$ cat src/rtl/gactx_bank3_pkg.sv
// Shared constants and types for the bank-3 AXI4-Stream to AXI4 write master.
package gactx_bank3_pkg;

    localparam int BPB      = 64;
    localparam int LOG2_BPB = 6;

    localparam logic [1:0] AXI_BURST_INCR = 2'b01;
    localparam logic [2:0] AXI_SIZE_BPB   = 3'(LOG2_BPB);

    typedef enum logic [1:0] {
        ST_IDLE   = 2'd0,
        ST_RUN    = 2'd1,
        ST_WAIT_B = 2'd2,
        ST_DONE   = 2'd3
    } wr_state_e;

endpackage

$ cat src/rtl/gactx_bank3_xfer_counter.sv
// Loadable down-counter; saturates at zero and flags zero/one remaining.
module gactx_bank3_xfer_counter #(
    parameter int W = 32
) (
    input  logic         clk,
    input  logic         rst_n,
    input  logic         load,
    input  logic [W-1:0] load_value,
    input  logic         decr,
    output logic [W-1:0] count,
    output logic         done,
    output logic         last
);

    logic [W-1:0] count_d, count_q;

    always_comb begin
        count_d = count_q;
        if (load) begin
            count_d = load_value;
        end else if (decr && (count_q != '0)) begin
            count_d = count_q - W'(1);
        end
    end

    always_ff @(posedge clk or negedge rst_n) begin
        if (!rst_n) begin
            count_q <= '0;
        end else begin
            count_q <= count_d;
        end
    end

    assign count = count_q;
    assign done  = (count_q == '0);
    assign last  = (count_q == W'(1));

endmodule

$ cat src/rtl/gactx_bank3_axis_wr_master.sv
// Writes a 512-bit AXI4-Stream to memory as INCR bursts; one transfer per ctrl_start,
// ctrl_done pulses once every burst has been B-acknowledged.
module gactx_bank3_axis_wr_master
    import gactx_bank3_pkg::*;
#(
    parameter int C_M_AXI_ADDR_WIDTH = 64,
    parameter int C_M_AXI_DATA_WIDTH = 512,
    parameter int C_XFER_SIZE_WIDTH  = 32,
    parameter int C_BURST_LEN        = 64,
    parameter int C_MAX_OUTSTANDING  = 16
) (
    input  logic                            aclk,
    input  logic                            areset_n,
    input  logic                            ctrl_start,
    output logic                            ctrl_done,
    input  logic [C_M_AXI_ADDR_WIDTH-1:0]   ctrl_addr_offset,
    input  logic [C_XFER_SIZE_WIDTH-1:0]    ctrl_xfer_size_in_bytes,
    output logic                            m_axi_awvalid,
    input  logic                            m_axi_awready,
    output logic [C_M_AXI_ADDR_WIDTH-1:0]   m_axi_awaddr,
    output logic [7:0]                      m_axi_awlen,
    output logic                            m_axi_wvalid,
    input  logic                            m_axi_wready,
    output logic [C_M_AXI_DATA_WIDTH-1:0]   m_axi_wdata,
    output logic [C_M_AXI_DATA_WIDTH/8-1:0] m_axi_wstrb,
    output logic                            m_axi_wlast,
    input  logic                            m_axi_bvalid,
    output logic                            m_axi_bready,
    input  logic                            s_axis_tvalid,
    output logic                            s_axis_tready,
    input  logic [C_M_AXI_DATA_WIDTH-1:0]   s_axis_tdata,
    output wr_state_e                       dbg_state
);

    localparam int AW      = C_M_AXI_ADDR_WIDTH;
    localparam int XW      = C_XFER_SIZE_WIDTH;
    localparam int BL_LOG2 = $clog2(C_BURST_LEN);
    localparam int OW      = $clog2(C_MAX_OUTSTANDING + 1);
    localparam logic [AW-1:0] BURST_BYTES = AW'(C_BURST_LEN * BPB);

    wr_state_e        state_d, state_q;
    logic             ctrl_done_d, ctrl_done_q;
    logic             bready_q;
    logic             awvalid_d, awvalid_q;
    logic [AW-1:0]    awaddr_d, awaddr_q;
    logic [7:0]       awlen_d, awlen_q;
    logic [AW-1:0]    next_addr_d, next_addr_q;
    logic [7:0]       last_awlen_d, last_awlen_q;
    logic [OW-1:0]    outstanding_d, outstanding_q;
    logic [OW-1:0]    w_credit_d, w_credit_q;
    logic [BL_LOG2-1:0] w_beat_d, w_beat_q;

    logic [XW-1:0]    beats_in, bursts_in;
    logic [BL_LOG2-1:0] rem_in;
    logic             start_ok;
    logic             aw_hs, w_hs, b_hs, w_ok, wlast, aw_issue;

    logic [XW-1:0]    aw_left, w_left, b_left;
    logic             aw_left_done, aw_left_last;
    logic             w_left_done, w_left_last;
    logic             b_left_done, b_left_last;

    assign beats_in  = ctrl_xfer_size_in_bytes >> LOG2_BPB;
    assign rem_in    = beats_in[BL_LOG2-1:0];
    assign bursts_in = (beats_in >> BL_LOG2) + XW'(rem_in != '0);
    assign start_ok  = (state_q == ST_IDLE) && ctrl_start;

    // A W beat may only flow for a burst whose AW handshake already completed.
    assign w_ok  = (state_q == ST_RUN) && (w_credit_q != '0);
    assign w_hs  = s_axis_tvalid && m_axi_wready && w_ok;
    assign aw_hs = awvalid_q && m_axi_awready;
    assign b_hs  = m_axi_bvalid && bready_q &&
                   ((state_q == ST_RUN) || (state_q == ST_WAIT_B));
    assign wlast = (w_beat_q == BL_LOG2'(C_BURST_LEN - 1)) || w_left_last;

    gactx_bank3_xfer_counter #(.W(XW)) u_aw_cnt (
        .clk(aclk), .rst_n(areset_n), .load(start_ok), .load_value(bursts_in),
        .decr(aw_hs), .count(aw_left), .done(aw_left_done), .last(aw_left_last)
    );

    gactx_bank3_xfer_counter #(.W(XW)) u_w_cnt (
        .clk(aclk), .rst_n(areset_n), .load(start_ok), .load_value(beats_in),
        .decr(w_hs), .count(w_left), .done(w_left_done), .last(w_left_last)
    );

    gactx_bank3_xfer_counter #(.W(XW)) u_b_cnt (
        .clk(aclk), .rst_n(areset_n), .load(start_ok), .load_value(bursts_in),
        .decr(b_hs), .count(b_left), .done(b_left_done), .last(b_left_last)
    );

    // Transitions look one handshake ahead so ctrl_done follows the final B by one cycle.
    always_comb begin
        state_d     = state_q;
        ctrl_done_d = (state_q == ST_DONE);
        unique case (state_q)
            ST_IDLE:   if (ctrl_start) state_d = (beats_in == '0) ? ST_DONE : ST_RUN;
            ST_RUN:    if (aw_left_done && (w_left_done || (w_left_last && w_hs)))
                           state_d = ST_WAIT_B;
            ST_WAIT_B: if (b_left_done || (b_left_last && b_hs)) state_d = ST_DONE;
            ST_DONE:   state_d = ST_IDLE;
            default:   state_d = ST_IDLE;
        endcase
    end

    assign aw_issue = (state_q == ST_RUN) && !awvalid_q && !aw_left_done &&
                      (outstanding_q < OW'(C_MAX_OUTSTANDING));

    always_comb begin
        awvalid_d    = awvalid_q;
        awaddr_d     = awaddr_q;
        awlen_d      = awlen_q;
        next_addr_d  = next_addr_q;
        last_awlen_d = last_awlen_q;
        if (aw_hs) begin
            awvalid_d   = 1'b0;
            next_addr_d = next_addr_q + BURST_BYTES;
        end
        if (aw_issue) begin
            awvalid_d = 1'b1;
            awaddr_d  = next_addr_q;
            awlen_d   = aw_left_last ? last_awlen_q : 8'(C_BURST_LEN - 1);
        end
        if (start_ok) begin
            next_addr_d  = ctrl_addr_offset;
            last_awlen_d = (rem_in == '0) ? 8'(C_BURST_LEN - 1) : (8'(rem_in) - 8'd1);
        end
    end

    always_comb begin
        outstanding_d = outstanding_q;
        w_credit_d    = w_credit_q;
        w_beat_d      = w_beat_q;
        if (start_ok) begin
            outstanding_d = '0;
            w_credit_d    = '0;
            w_beat_d      = '0;
        end else begin
            if (aw_hs && !b_hs) outstanding_d = outstanding_q + OW'(1);
            if (!aw_hs && b_hs) outstanding_d = outstanding_q - OW'(1);
            w_credit_d = w_credit_q + OW'(aw_hs) - OW'(w_hs && wlast);
            if (w_hs) w_beat_d = wlast ? '0 : (w_beat_q + BL_LOG2'(1));
        end
    end

    always_ff @(posedge aclk or negedge areset_n) begin
        if (!areset_n) begin
            state_q       <= ST_IDLE;
            ctrl_done_q   <= 1'b0;
            bready_q      <= 1'b0;
            awvalid_q     <= 1'b0;
            awaddr_q      <= '0;
            awlen_q       <= '0;
            next_addr_q   <= '0;
            last_awlen_q  <= '0;
            outstanding_q <= '0;
            w_credit_q    <= '0;
            w_beat_q      <= '0;
        end else begin
            state_q       <= state_d;
            ctrl_done_q   <= ctrl_done_d;
            bready_q      <= 1'b1;
            awvalid_q     <= awvalid_d;
            awaddr_q      <= awaddr_d;
            awlen_q       <= awlen_d;
            next_addr_q   <= next_addr_d;
            last_awlen_q  <= last_awlen_d;
            outstanding_q <= outstanding_d;
            w_credit_q    <= w_credit_d;
            w_beat_q      <= w_beat_d;
        end
    end

    assign ctrl_done     = ctrl_done_q;
    assign m_axi_awvalid = awvalid_q;
    assign m_axi_awaddr  = awaddr_q;
    assign m_axi_awlen   = awlen_q;
    assign m_axi_wvalid  = s_axis_tvalid && w_ok;
    assign s_axis_tready = m_axi_wready && w_ok;
    assign m_axi_wdata   = s_axis_tdata;
    assign m_axi_wstrb   = '1;
    assign m_axi_wlast   = wlast;
    assign m_axi_bready  = bready_q;
    assign dbg_state     = state_q;

endmodule

$ cat config.mk
export PLATFORM = sky130hd
export DESIGN_NAME = gactx_bank3_axis_wr_master
export DESIGN_NICKNAME = d
export VERILOG_FILES = /design/src/rtl/gactx_bank3_pkg.sv /design/src/rtl/gactx_bank3_xfer_counter.sv /design/src/rtl/gactx_bank3_axis_wr_master.sv
export SDC_FILE = /design/constraint.sdc
export NUM_CORES = 1
export LEC_CHECK = 0
export BUFFER_PORTS_ARGS = -buffer_cell sky130_fd_sc_hd__buf_2
export CELL_PAD_IN_SITES_DETAIL_PLACEMENT = 1
export CELL_PAD_IN_SITES_GLOBAL_PLACEMENT = 2
export CORE_AREA = 2 2 493 495
export DETAILED_ROUTE_END_ITERATION = 8
export DIE_AREA = 0 0 495 497
export PLACE_DENSITY_LB_ADDON = 0.3
export SYNTH_ARGS = -nofsm -noshare
export SYNTH_HDL_FRONTEND = slang
export SYNTH_HIERARCHICAL = 1
export SYNTH_SLANG_ARGS = --single-unit
$ cat constraint.sdc
create_clock -name aclk -period 7.3 [get_ports aclk]
set_input_delay 0 -clock aclk [delete_from_list [all_inputs] [get_ports aclk]]
set_output_delay 0 -clock aclk [all_outputs]
set_load 0.01 [all_outputs]
==> flow_metrics.env <==
export IMPL_power_mw=7.488
export IMPL_hold_path_class="input port to asynchronous set/reset pin"
export IMPL_drt_pass1_iterations=4
export IMPL_status="finished with violations"
export IMPL_grt_pass1_wl_um=124600
export IMPL_crit_family="simple AND/OR/NAND/NOR gates"
export IMPL_fmax_mhz=229.6
export IMPL_dr_total_vias=13884
export IMPL_maxSlewHeadroom_pct=39.99
export IMPL_cts_sinks=259
export IMPL_rsz0062_at_grt="no"
export IMPL_gr_usage_all_layers_pct=7.135
export IMPL_cp_slowest_cell="nor3_1"
export IMPL_utilization_pct=9.114
export IMPL_syn_area_sq_um=18730
export IMPL_synth_edff_count=0
export IMPL_grt_max_degree=126
export IMPL_nFillCells=28455
export IMPL_clock_latency_ns=0.61
export IMPL_path_buf_inv=3
export IMPL_dieArea_sq_um=246000
export IMPL_wl_per_cell_um=17.87
export IMPL_cpPeakStageDelay_ns=0.65
export IMPL_r2r_start="u_w_cnt/count[29]"
export IMPL_routed_via_density=2.726
export IMPL_ys_async_sr_fraction_pct=100.0
export IMPL_die_w_um=495
export IMPL_htreeDepth=2
export IMPL_cp_arrival_ns=4.82
export IMPL_cts_tree="yes"
export IMPL_port_buffer_count=176
export IMPL_start_kind="flip-flop"
export IMPL_fin_nets=2520
export IMPL_cts_setup_buffers=0
export IMPL_worst_pin_slew_ns=0.8933
export IMPL_ir_worst_vdd_v=0.0001744
export IMPL_area_delta_synth_final_pct=16.80
export IMPL_drive_gt1_share_pct=18.65
export IMPL_min_period_ns=4.356
export IMPL_critPathKind="flip-flop to flip-flop"
export IMPL_reg2reg_depth=16
export IMPL_violations="negative hold slack"
export IMPL_p_leak_nw=7.768
export IMPL_diodes=0
export IMPL_crit_fanout=9
export IMPL_antenna_found_initial=21
export IMPL_start_util_pct=7.803
export IMPL_wirelength_um=91020
export IMPL_grt_overflow=0
export IMPL_end_kind="flip-flop"
export IMPL_syn_inst=2112
export IMPL_power_density_nw_per_um2=342.2
export IMPL_drtIter0Drc=505
export IMPL_clockBufferDepth=3
export IMPL_synthFlopType="dfrtp_1"
export IMPL_yosys_warnings=6
export IMPL_slew_viol_final=0
export IMPL_grt_pass1_vias=14830
export IMPL_regToRegSetupSlack_ns=2.94
export IMPL_hold_slack_ns=-0.006551
export IMPL_cts_buffers=40
export IMPL_cts_resized=0
export IMPL_fin_crit_sh_pct=59.67
export IMPL_place_congestion=0.6640
export IMPL_clk_pin_slew_ns=0.05
export IMPL_r2r_end="w_credit_q[4]"
export IMPL_crit_chain="or4_1, nor3_1, and4_1, and2_1, a31o_2, nor2b_1, ha_1, inv_1, ha_1, inv_1, fa_1, inv_1, a21oi_1, nor2_1, or3_1, a21oi_1"
export IMPL_multi_input_area_sq_um=7706
export IMPL_cp_required_ns=7.76
export IMPL_io_pins=1271
export IMPL_avgSynthCellArea_sq_um=8.870
export IMPL_cts_hold_buf=98
export IMPL_root_buffer="clkbuf_16"
export IMPL_die_y_um=497
export IMPL_stdcell_area_sq_um=21880
export IMPL_seq_area_sq_um=6481
export IMPL_setup_viol=0
export IMPL_ant_nets=0
export IMPL_fin_tns_setup_ns=0
export IMPL_drc=0
export IMPL_crit_top_cell="inv_1"
export IMPL_maxCapViolCount=0
export IMPL_hold_viol=4
export IMPL_placed_area_sq_um=19400
export IMPL_dp_hpwl_um=70960
export IMPL_rows=180
export IMPL_yosysUniqueCellTypes=71
export IMPL_clock_skew_final_ns=0.04070
export IMPL_synth_seq_cells=259
export IMPL_core_area_sq_um=240100
export IMPL_yosysSeqAreaShare_pct=34.60
## how the worst max path moves through the flow
stage	depth (start not counted)	to	slack, ns	startpoint
after global routing	16	w_credit_q[4]	2.53	u_w_cnt/count[28]
final	16	w_credit_q[4]	2.94	u_w_cnt/count[29]
after CTS	16	w_credit_q[4]	2.89	u_w_cnt/count[29]
after global placement	16	w_credit_q[4]	2.87	u_w_cnt/count[28]
after detailed placement	16	w_credit_q[4]	2.92	u_w_cnt/count[29]
after floorplan	18	w_credit_q[4]	3.54	u_w_cnt/count[16]
## cells in the mapped netlist, drive strengths merged (12+ instances only)
cell / count / share of area [%]
clkbuf: 63 / 1.3
and3: 16 / 0.57
ha: 25 / 1.7
o21ai: 104 / 2.8
o211ai: 31 / 1.2
inv: 53 / 1.1
buf: 593 / 24
nor3: 38 / 1.0
and2: 14 / 0.47
a21oi: 20 / 0.53
nand3: 52 / 1.4
dfrtp: 259 / 35
xnor2: 53 / 2.5
mux2: 66 / 4.0
xor2: 28 / 1.3
or2: 12 / 0.40
nand2: 205 / 4.1
nand4: 41 / 1.6
nor2: 115 / 2.3
a31oi: 59 / 2.0
or4: 46 / 2.0
or3: 62 / 2.1
nor4: 24 / 1.3
and4: 17 / 0.81
## placed cells by master (no fill, tap or decap), types with 6 or more instances in the layout
master / n
dlygate4sd3_1: 98
nand4_1: 38
ha_1: 25
or2_2: 12
o21ai_0: 99
o211ai_1: 31
nor3_1: 38
a21oi_1: 20
clkbuf_8: 8
nor4_4: 6
and2_1: 13
o311ai_0: 6
or4_4: 6
and4_1: 16
bufinv_16: 9
conb_1: 93
buf_4: 14
mux2i_1: 8
nor4_1: 18
and3_1: 14
a2111o_1: 6
dfrtp_1: 259
or4_1: 40
o31ai_1: 10
nor2_1: 115
clkbuf_16: 40
xnor2_1: 53
or3_1: 61
a211o_1: 7
buf_2: 175
a2111oi_0: 6
a31oi_1: 59
clkbuf_1: 12
xor2_1: 28
nand2_1: 204
mux2_2: 66
inv_1: 53
nand3_1: 52
a21o_1: 9
## kinds of logic after synthesis
logic type | Yosys count | synth area share, %
xor gates and xnor gates | 81 | 3.787
other | 2 | 0.04009
AOI/OAI and AO/OA | 295 | 10.21
adders and majority gates | 27 | 1.884
buffers and inverters | 711 | 26.15
DFF | 259 | 34.60
and+or+nand+nor | 663 | 18.94
muxes | 74 | 4.395
## report_power, final
| part | switching (mW) | internal, mW |
|---|---|---|
| clock | 0.831 | 1.42 |
| combinational | 1.45 | 1.06 |
| sequential | 0.648 | 2.08 |
| total | 2.93 | 4.56 |
## layout make-up
cell class	count	share of cell area, %
well taps	3185	18.21
multi-input cells	1233	35.22
repair buffers	289	9.126
clock inverters	13	1.561
flip-flops and latches	259	29.62
clock buffers	60	5.284
inverters	55	0.9778
## metal layers
metal  wire length (um)  track usage, %  vias to the layer above
met5                129          0.1370                        -
met4               7271           5.003                       18
met3              11370           3.973                      403
met2              40760           11.42                      704
met1              31480           6.946                     6572
li1                   -               -                     6187
## per-stage QoR
step	hold WS (ns)	instances	worst slack, ns
6_report	-0.006551	5094	2.944
3_5_place_dp	0.00006862	4923	2.918
3_3_place_gp	0.00006862	4923	2.866
5_1_grt	0.00001504	5094	2.531
2_1_floorplan	-0.2956	2203	3.538
4_1_cts	0.00006862	5094	2.891
## registers in the layout (all words and copies together), names as in the netlist, 2 cells and up
| signal | count |
|---|---|
| u_aw_cnt/count | 32 |
| w_credit_q | 5 |
| u_b_cnt/count | 32 |
| outstanding_q | 5 |
| last_awlen_q | 7 |
| w_beat_q | 6 |
| next_addr_q | 64 |
| u_w_cnt/count | 32 |
| m_axi_awaddr | 64 |
| dbg_state | 2 |
| m_axi_awlen | 7 |
No activity file was read; power rests on OpenSTA's default activity.
